## src/rtl/mult_pkg.sv

```systemverilog
// Shared definitions for the iterative multiplier family.
package mult_pkg;

  typedef enum logic [1:0] {
    IDLE = 2'd0,
    RUN  = 2'd1,
    DONE = 2'd2
  } mult_state_t;

  // Counter must hold 0..WIDTH-1 with headroom for the last-iteration compare.
  function automatic int cnt_width(input int width);
    return $clog2(width) + 1;
  endfunction

endpackage

```

## src/rtl/mult_addsub_row.sv

```systemverilog
// One partial-product row: adds or subtracts the multiplicand onto the accumulator high part.
module mult_addsub_row
  import mult_pkg::*;
#(
  parameter int WIDTH = 4
) (
  input  logic [WIDTH:0]   high,
  input  logic [WIDTH-1:0] mcand,
  input  logic             is_signed,
  input  logic             add_en,
  input  logic             sub,
  output logic [WIDTH:0]   sum,
  output logic             shift_in
);

  logic [WIDTH:0]   mext;
  logic [WIDTH:0]   operand;
  logic [WIDTH+1:0] full;

  always_comb begin
    mext    = is_signed ? {mcand[WIDTH-1], mcand} : {1'b0, mcand};
    operand = sub ? ~mext : mext;
    full    = {1'b0, high} + {1'b0, operand} + {{(WIDTH+1){1'b0}}, sub};
    if (add_en) begin
      sum = full[WIDTH:0];
    end else begin
      sum = high;
    end
    // Signed rows shift in the sign of the W+1-bit sum; unsigned rows shift in the carry.
    if (is_signed) begin
      shift_in = sum[WIDTH];
    end else begin
      shift_in = add_en ? full[WIDTH+1] : 1'b0;
    end
  end

endmodule

```

## src/rtl/iter_array_multiplier.sv

```systemverilog
// Multi-cycle radix-2 shift-add multiplier with valid/ready handshakes on both sides.
module iter_array_multiplier
  import mult_pkg::*;
#(
  parameter int WIDTH = 4
) (
  input  logic               clk,
  input  logic               rst,
  input  logic               in_valid,
  output logic               in_ready,
  input  logic [WIDTH-1:0]   a,
  input  logic [WIDTH-1:0]   b,
  input  logic               is_signed,
  output logic               out_valid,
  input  logic               out_ready,
  output logic [2*WIDTH-1:0] prod
);

  localparam int CNT_W = cnt_width(WIDTH);

  mult_state_t      state, state_next;
  logic [CNT_W-1:0] cnt;
  logic [2*WIDTH:0] acc;
  logic [2*WIDTH:0] acc_step;
  logic [WIDTH-1:0] mcand;
  logic             sgn;
  logic             last;
  logic             accept;
  logic [WIDTH:0]   row_sum;
  logic             row_shift_in;

  assign last   = (cnt == CNT_W'(WIDTH - 1));
  assign accept = in_valid & in_ready;

  mult_addsub_row #(
    .WIDTH(WIDTH)
  ) u_row (
    .high      (acc[2*WIDTH:WIDTH]),
    .mcand     (mcand),
    .is_signed (sgn),
    .add_en    (acc[0]),
    .sub       (sgn & last),
    .sum       (row_sum),
    .shift_in  (row_shift_in)
  );

  assign acc_step = {row_shift_in, row_sum, acc[WIDTH-1:1]};

  always_comb begin
    state_next = state;
    case (state)
      IDLE:    if (accept) state_next = RUN;
      RUN:     if (last) state_next = DONE;
      DONE:    if (out_ready) state_next = IDLE;
      default: state_next = IDLE;
    endcase
  end

  always_ff @(posedge clk) begin
    if (rst) begin
      state     <= IDLE;
      in_ready  <= 1'b1;
      out_valid <= 1'b0;
      prod      <= '0;
      cnt       <= '0;
      acc       <= '0;
      mcand     <= '0;
      sgn       <= 1'b0;
    end else begin
      state     <= state_next;
      in_ready  <= (state_next == IDLE);
      out_valid <= (state_next == DONE);
      if (state == IDLE && accept) begin
        mcand <= a;
        sgn   <= is_signed;
        acc   <= {{(WIDTH+1){1'b0}}, b};
        cnt   <= '0;
      end else if (state == RUN) begin
        acc <= acc_step;
        if (last) begin
          prod <= acc_step[2*WIDTH-1:0];
        end else begin
          cnt <= cnt + 1'b1;
        end
      end
    end
  end

endmodule

```

## config.mk

```make
export PLATFORM = sky130hd
export DESIGN_NAME = iter_array_multiplier
export DESIGN_NICKNAME = d
export VERILOG_FILES = /design/src/rtl/mult_pkg.sv /design/src/rtl/mult_addsub_row.sv /design/src/rtl/iter_array_multiplier.sv
export SDC_FILE = /design/constraint.sdc
export NUM_CORES = 1
export LEC_CHECK = 0
export BUFFER_PORTS_ARGS = -buffer_cell sky130_fd_sc_hd__buf_2
export CORE_ASPECT_RATIO = 1.25
export CORE_MARGIN = 2
export CORE_UTILIZATION = 25
export CTS_CLUSTER_DIAMETER = 60
export CTS_CLUSTER_SIZE = 16
export DETAILED_ROUTE_END_ITERATION = 10
export PLACE_DENSITY = 0.48
export RECOVER_POWER = 50
export SETUP_SLACK_MARGIN = 0.1
export SYNTH_ARGS = -nofsm -noshare
export SYNTH_HDL_FRONTEND = slang
export SYNTH_SLANG_ARGS = --single-unit
export TNS_END_PERCENT = 20
```

## constraint.sdc

```tcl
create_clock -name clk -period 3.1 [get_ports clk]
set_input_delay 0.465 -clock clk [delete_from_list [all_inputs] [get_ports clk]]
set_output_delay 0.465 -clock clk [all_outputs]
set_load 0.01 [all_outputs]
```

Yosys cells after proc, flatten, opt, wreduce, memory -nomap -nowiden --
Cells that the tools add are included.
Storage, ports and cells: flip-flop bits (word level) 29, logic and storage cells 39
Operators by class: equal/unequal tests 4, reductions and logical operators 7, add/subtract/negate cells 3, bitwise gates (word level) 5, multiplexer cells 11
Operator list (count):
- $mux W5 | 3
- $mux W4 | 2
- $add A5 B5 Y6 | 1
- $add A6 B1 Y6 | 1
- $mux W2 | 3
- $pmux W2 S3 | 1
- $not A5 Y5 | 1
- $eq A2 B2 Y1 const B | 2
- $logic_not A2 Y1 | 2
- $add A3 B1 Y3 const B | 1
- $eq A3 B2 Y1 const B | 1
- $reduce_and A3 Y1 | 1
- $and A1 B1 Y1 | 2
- $eq A2 B1 Y1 const B | 1
- $mux W1 | 2
- $not A1 Y1 | 2
- $reduce_and A2 Y1 | 1
- $reduce_bool A2 Y1 | 1
- $reduce_or A2 Y1 | 1
- $logic_and A1 B1 Y1 | 1

Longest topological paths before layout --
Gate-level depths: netlist of the first run.
depth after elaboration 8, depth in mapped cells 11, depth with buffers taken out 11

Modules after synthesis --
Synthesis of the first run repeated with hierarchy kept, for this count alone.
Unflattened totals: cells, all modules 170, area total of the unflattened synthesis 1492.7 sq um
By module, submodules not included:
- iter_array_multiplier | area an instance 1156.1 sq um, sequential area each 580.6 sq um, times used 1, cells each 130
- mult_addsub_row | area an instance 336.6 sq um, sequential area each 0.0 sq um, times used 1, cells each 40

Worst setup path after synthesis of the first run --
No wires, ideal clock.
path type register to register, start point register cnt[0], end point register acc[8], setup slack 0.748 ns, clock period less this slack 2.352 ns, library setup time 0.081 ns, stages on the path, launching flop included 12, arrival time 2.271 ns, cells stage by stage dfxtp_1 > ha_1 > ha_1 > nand2_1 > xnor2_1 > inv_1 > fa_1 > inv_1 > a21oi_1 > o311a_1 > nand2b_1 > a41oi_1
Between the ends: longest elaborated chain between the ends 7
Ends and longest elaborated chain:
- from (decl) | line iter_array_multiplier.sv:22 | logic [CNT_W-1:0] cnt;
- from (signal assigned) | line iter_array_multiplier.sv:83 | cnt <= cnt + 1'b1;
- $eq A3 B2 Y1 (*) | line iter_array_multiplier.sv:32 | assign last = (cnt == CNT_W'(WIDTH - 1));
- $and A1 B1 Y1 (*) | line iter_array_multiplier.sv:42 | .sub (sgn & last),
- $mux W5 | line mult_addsub_row.sv:22 | operand = sub ? ~mext : mext;
- $add A5 B5 Y6 | line mult_addsub_row.sv:23 | full = {1'b0, high} + {1'b0, operand} + {{(WIDTH+1){1'b0}}, sub};
- $add A6 B1 Y6 (*) | line mult_addsub_row.sv:23
- $mux W1 / $mux W5 (equally long branches) | line mult_addsub_row.sv:33, mult_addsub_row.sv:24
- $mux W1 (*) | line mult_addsub_row.sv:30 | if (is_signed) begin
- to (signal assigned) | line iter_array_multiplier.sv:76 | acc <= {{(WIDTH+1){1'b0}}, b};
- to (signal assigned) | line iter_array_multiplier.sv:79 | acc <= acc_step;
- to (decl) | line iter_array_multiplier.sv:23 | logic [2*WIDTH:0] acc;
Every way passes the cells marked *; elsewhere a longest branch is shown, timed or not. A chain may end at the register's enable or synchronous reset.

Worst setup path after layout of the first run --
Same ends and word-level chain as after synthesis.

==> results of run 1 <==
metal layers:
layer | vias to the layer above | part of all wire [%] | GRT usage (%) | routed length [um]
met5 | - | 0 | 0 | 0
met4 | 0 | 1.4 | 4.12 | 42
met3 | 4 | 2.3 | 3.11 | 69
met2 | 11 | 52 | 19.9 | 1580
met1 | 549 | 44 | 12.2 | 1320
li1 | 590 | - | - | -
path summary, 6_finish.rpt:
| kind | cells after the start | slack [ps] | start | end |
|---|---|---|---|---|
| hold reg to reg | 2 | 450 | prod[0] | prod[0] |
| setup reg to reg | 11 | 570 | cnt[0] | acc[8] |
| setup / recovery | 11 | 570 | cnt[0] | acc[8] |
| hold / removal | 3 | 430 | a[3] | mcand[3] |
layout by cell type (no fill, tap or decap), drive strengths merged:
cell | Yosys | layout
bufinv | 0 | 2
clkbuf | 3 | 16
buf | 5 | 13
a21o | 1 | 1
fa | 1 | 1
nor3 | 1 | 1
or2 | 1 | 1
a41oi | 1 | 1
and2b | 1 | 1
a22oi | 5 | 5
nand2b | 4 | 4
clkinv | 0 | 1
a21oi | 14 | 14
a211o | 1 | 1
a211oi | 5 | 5
nor2b | 2 | 2
dfxtp | 29 | 29
xnor2 | 6 | 6
nand2 | 21 | 21
inv | 6 | 6
ha | 8 | 8
a31oi | 1 | 1
mux2 | 1 | 1
o311a | 2 | 2
mux2i | 8 | 8
nand3b | 2 | 2
a311oi | 1 | 1
and2 | 2 | 2
o21ai | 3 | 3
nand4 | 1 | 1
and3b | 1 | 1
nor2 | 22 | 22
worst register-to-register path, cell delays in order (launching register included):
cell      delay, ps
dfxtp_1         350
ha_1            190
ha_1            190
nand2_1         140
xnor2_1         220
inv_1            80
fa_1            430
inv_1            90
a21oi_1          60
o311a_1         370
nand2b_1        150
a41oi_1         200
cell usage after synthesis, types with 2 or more instances:
master	count
mux2i_1	8
o21ai_0	2
a211oi_1	5
nand3b_1	2
nor2_1	22
clkbuf_1	3
a22oi_1	5
and2_1	2
nor2b_1	2
o311a_1	2
xnor2_1	6
nand2b_1	4
dfxtp_1	29
a21oi_1	13
nand2_1	21
ha_1	8
inv_1	6
buf_2	5
per-stage QoR:
| step | total power, mW | util, % |
|---|---|---|
| floorplan | 0.496 | - |
| global placement | 0.529 | 29.1 |
| detailed placement | 0.529 | 29.1 |
| CTS | 1.00 | 31.6 |
| global route | 1.03 | 31.2 |
| finish | 0.983 | 31.2 |
logic make-up (layout without fill, tap and decap cells):
kind of cell               after synthesis  in the layout
xor gates and xnor gates                 6              6
adders and majority gates                9              9
AOI/OAI and AO/OA                       34             34
and+or+nand+nor                         58             58
DFF                                     29             29
muxes                                    9              9
buffers and inverters                   14             38
state kept, by name, summed over array words and instances (netlist names):
| name | cells |
|---|---|
| in_ready | 1 |
| cnt | 3 |
| mcand | 4 |
| state | 2 |
| out_valid | 1 |
| acc | 9 |
| prod | 8 |
| sgn | 1 |
power breakdown:
| part | internal [mW] | switching (mW) |
|---|---|---|
| clock network | 0.319 | 0.147 |
| logic | 0.0471 | 0.0601 |
| registers | 0.391 | 0.0178 |
| total | 0.758 | 0.225 |
final cells by class:
class	instances	share of cell area (%)
clock inverter	3	3.85
sequential	29	34.4
clock buffer	5	4.08
tap	64	4.74
timing repair buffer	24	6.45
inverter	6	1.33
multi-input combinational	116	45.1
==> results.ini, run 1 <==
[synthesis]
ys.flop_type=dfxtp_1
synthTopCellsByArea=dfxtp_1 (41%), ha_1 (7.1%), nor2_1 (5.9%)
seq_area_frac_synth_pct=41.4
synth_top_family_by_area=simple AND/OR/NAND/NOR gates
yosys.area.top_type=dfxtp_1
synth_compound_area_share_pct=16.7
yosys.area_share.simple_pct=18.6
netlist.area_leader.share_pct=41.4
synth_xor_area_share_pct=3.75
synth_fa_ha_area_share_pct=8.57
yosysWarnings=0
synth_cell_types=32
syn_nets=181
synth_cells=159
synthMuxAreaShare_pct=6.79
synth_edf_count=0
synth_area_um2=1400
synth-seq-cells=29
async_reset_ff_share_pct=0
avgSynthCellArea_um2=8.81

[global_routing]
overflow=0
antenna_found_initial=0
grt_pass1_vias=1185
grt_pass1_wl_um=5310
track_usage_pct=11.0
grt_max_degree=23

[cts]
ctsHoldBuffers=0
clk_latency_ps=280
clockBufferDepth=2
cts_tree=yes
cts_buffers=5
cts-root-buf=clkbuf_8
cts_sinks=29
path_clk_slew_ps=70
h-tree-depth=2
cts_setup_buffers=0
cts_resized=0

[run]
drv_cap=0

[sta]
slew_viol_final=0
setup_slack_ps=567
tns_ps=0
fin_skew_ps=3.65
tightest_slew_ps=868
period_needed_ps=2530
hold_ws_ps=426
rsz0062_at_grt=false
hold_violations=0
finalSetupViolCount=0
post-route-period-util_pct=81.7
fmax_mhz=395
max-slew-margin-rel_pct=41.7

[route]
drt-total-wl_um=3010
viasPerCell=4.67
firstDrtPassIters=3
drtIter0Drc=50
postRouteAntennaNets=0
drc=0
routed-via-count=1154
wl_per_cell_um=12.2

[layout]
fin_nets=204
seqCellArea_um2=581
area_growth_pct=20.4
fin_area_um2=1690
antenna_cells=0
multi_input_area_um2=762
drive_above_1_share_pct=13.7
fin_cells=247
fill_cells=608

[placed_design]
port_buffers=22
placed_area_um2=1580
place_inst=239
hpwl_um=2310
routabilityCongestion=0.832
pre_cts_slack_ps=554

[critical_path]
cp_top_family=adder cells
cp_num_buf_inv=2
end_kind=flop
cp-start-kind=flop
crit_type=flop to flop
worstPathArrival_ps=2740
slowest_stage=fa_1
path_cells=ha_1 > ha_1 > nand2_1 > xnor2_1 > inv_1 > fa_1 > inv_1 > a21oi_1 > o311a_1 > nand2b_1 > a41oi_1
cp.required_ps=3300
worstPathMaxFanout=3
cpPeakStageDelay_ps=430

[floorplan]
fp.dieW_um=71.0
initial_utilization_pct=25.9
die-area_um2=6220
coreArea_um2=5410
pin_count=23
die_y_um=87.7
rows=30

[hold_path]
hold_path_class=primary input to flop

[pwr]
ir_worst_vdd_mv=0.254
leakagePower_nw=0.648
power_density_nw_per_um2=582

[run_status]
status=finished, final reports clean

Power figures use the tool's default switching activity.
==> run 2, diff against run 1 <==
--- a/config.mk
+++ b/config.mk
@@ -12,7 +12,7 @@
 export CTS_CLUSTER_DIAMETER = 60
 export CTS_CLUSTER_SIZE = 16
 export DETAILED_ROUTE_END_ITERATION = 10
-export PLACE_DENSITY = 0.48
+export PLACE_DENSITY = 0.49
 export RECOVER_POWER = 50
 export SETUP_SLACK_MARGIN = 0.1
 export SYNTH_ARGS = -nofsm -noshare
==> constraint.sdc (replaced) <==
create_clock -name clk -period 2 [get_ports clk]
set_input_delay 0.3 -clock clk [delete_from_list [all_inputs] [get_ports clk]]
set_output_delay 0.3 -clock clk [all_outputs]
set_load 0.01 [all_outputs]
==> results.ini, run 2 (synthesized netlist as in run 1, its figures left out) <==
[route]
wl_per_cell_um=12.5
routed-via-count=1174
viasPerCell=4.53
postRouteAntennaNets=0
firstDrtPassIters=4
drtIter0Drc=82
drc=0
drt-total-wl_um=3230

[layout]
final_common_cell=dfxtp_1
fin_util_pct=34.6
fin_nets=216
area_growth_pct=33.4
top_register=acc
antenna_cells=0
top_regs=acc (9), prod (8), mcand (4)
drive_above_1_share_pct=27.2
fin_cells=259
largest_reg_flops=9
layout_common_cells=dfxtp_1 (27), nor2_1 (22), nand2_1 (20), buf_4 (13)

[sta]
post-route-period-util_pct=109
setup_slack_ps=-171
fin_skew_ps=6.11
finalSetupViolCount=7
period_needed_ps=2170
fmax_mhz=461
slew_viol_final=0
max-slew-margin-rel_pct=46.8
tightest_slew_ps=798
hold_violations=0
rsz0062_at_grt=true
hold_ws_ps=266

[critical_path]
reg2reg_slack_ps=-170
worstSetupStartpoint=cnt[0]
worstPathMaxFanout=3
cp-start-kind=flop
timing.rr.start=cnt[0]
r2r-end=acc[8]
worstPathArrival_ps=2370
end_kind=flop
crit_type=flop to flop
cp.required_ps=2190
critPathCapture=acc[8]
r2r_cells=10

[cts]
cts_buffers=5
path_clk_slew_ps=60
cts_tree=yes
h-tree-depth=2
ctsHoldBuffers=0
clockBufferDepth=2
cts_sinks=29
clk_latency_ps=270
cts-root-buf=clkbuf_8

[floorplan]
die-area_um2=6220
initial_utilization_pct=25.9
die_y_um=87.7
pin_count=23
fp.dieW_um=71.0
coreArea_um2=5410
rows=30

[pwr]
ir_worst_vdd_mv=0.305
power_density_nw_per_um2=785
power_mw=1.47
leakagePower_nw=0.741

[global_routing]
grt_pass1_wl_um=5550
track_usage_pct=11.6
overflow=0
grt_pass1_vias=1177
antenna_found_initial=0
grt_max_degree=23

[placed_design]
port_buffers=22
place_inst=249
hpwl_um=2400
routabilityCongestion=0.831

[run_status]
status=finished with violations
violations=negative setup slack

[run]
drv_cap=0

[hold_path]
min_path_cells=3
hold_path_class=primary input to flop

==> run 2: cell types whose count changed in the layout (fill, tap and decap cells not counted), sizes merged <==
cell,previous run,this run
buf,13,25
bufinv,2,1
clkbuf,16,18
clkinv,1,0
==> run 2: metal layers <==
layer / part of all wire [%] / vias up / track usage [%] / wire length [um]
met3: 2.6 / 2 / 2.76 / 85
met4: 1.4 / 0 / 5.66 / 46
met2: 51 / 13 / 19.0 / 1640
met5: 0 / - / 0 / 0
li1: - / 614 / - / -
met1: 45 / 545 / 14.4 / 1450
==> run 2: cell type report <==
class | count | area, um^2
Inverter | 6 | 22.5
Sequential cell | 29 | 583
Multi-Input combinational cell | 116 | 868
Clock buffer | 7 | 86.3
Timing Repair Buffer | 36 | 199
Tap cell | 64 | 80.1
Clock inverter | 1 | 30.0
Fill cell | 611 | 3540
==> run 2: report_power, final <==
group          total [mW]  switching, mW  internal, mW
logic               0.207          0.107         0.100
clock network       0.624          0.218         0.406
registers           0.637         0.0295         0.607
==> run 2: worst max-delay path, stage by stage, from the launching register on <==
cell	delay [ps]
dfxtp_2	360
ha_4	150
ha_4	130
nand2_4	80
xnor2_2	150
ha_1	290
nand2b_4	150
o311a_1	320
o311a_1	160
nand2b_4	150
a41oi_2	140
==> run 2: how the worst min path moves through the flow <==
stage	endpoint	startpoint	slack [ps]
floorplan	prod[0]	acc[1]	450
global placement	prod[1]	prod[1]	440
detailed placement	prod[4]	prod[4]	440
CTS	mcand[2]	a[2]	260
global route	mcand[3]	a[3]	260
finish	mcand[2]	a[2]	270
==> run 2: through the flow <==
| step | area (um^2) | setup TNS (ps) | worst slack (ps) |
|---|---|---|---|
| 2_1_floorplan | 1470 | -83.5 | -83.5 |
| 3_3_place_gp | 1720 | -639 | -183 |
| 3_5_place_dp | 1720 | -764 | -218 |
| 4_1_cts | 1870 | -823 | -183 |
| 5_1_grt | 1870 | -1610 | -282 |
| 6_report | 1870 | -737 | -171 |
==> run 2: timing repair <==
item                                    CTS  global route
setup buffers                             1             1
resized for setup                         6             2
endpoints found under the setup margin    9             9
pin swaps                                 6             9
endpoints found under the hold margin     0             0
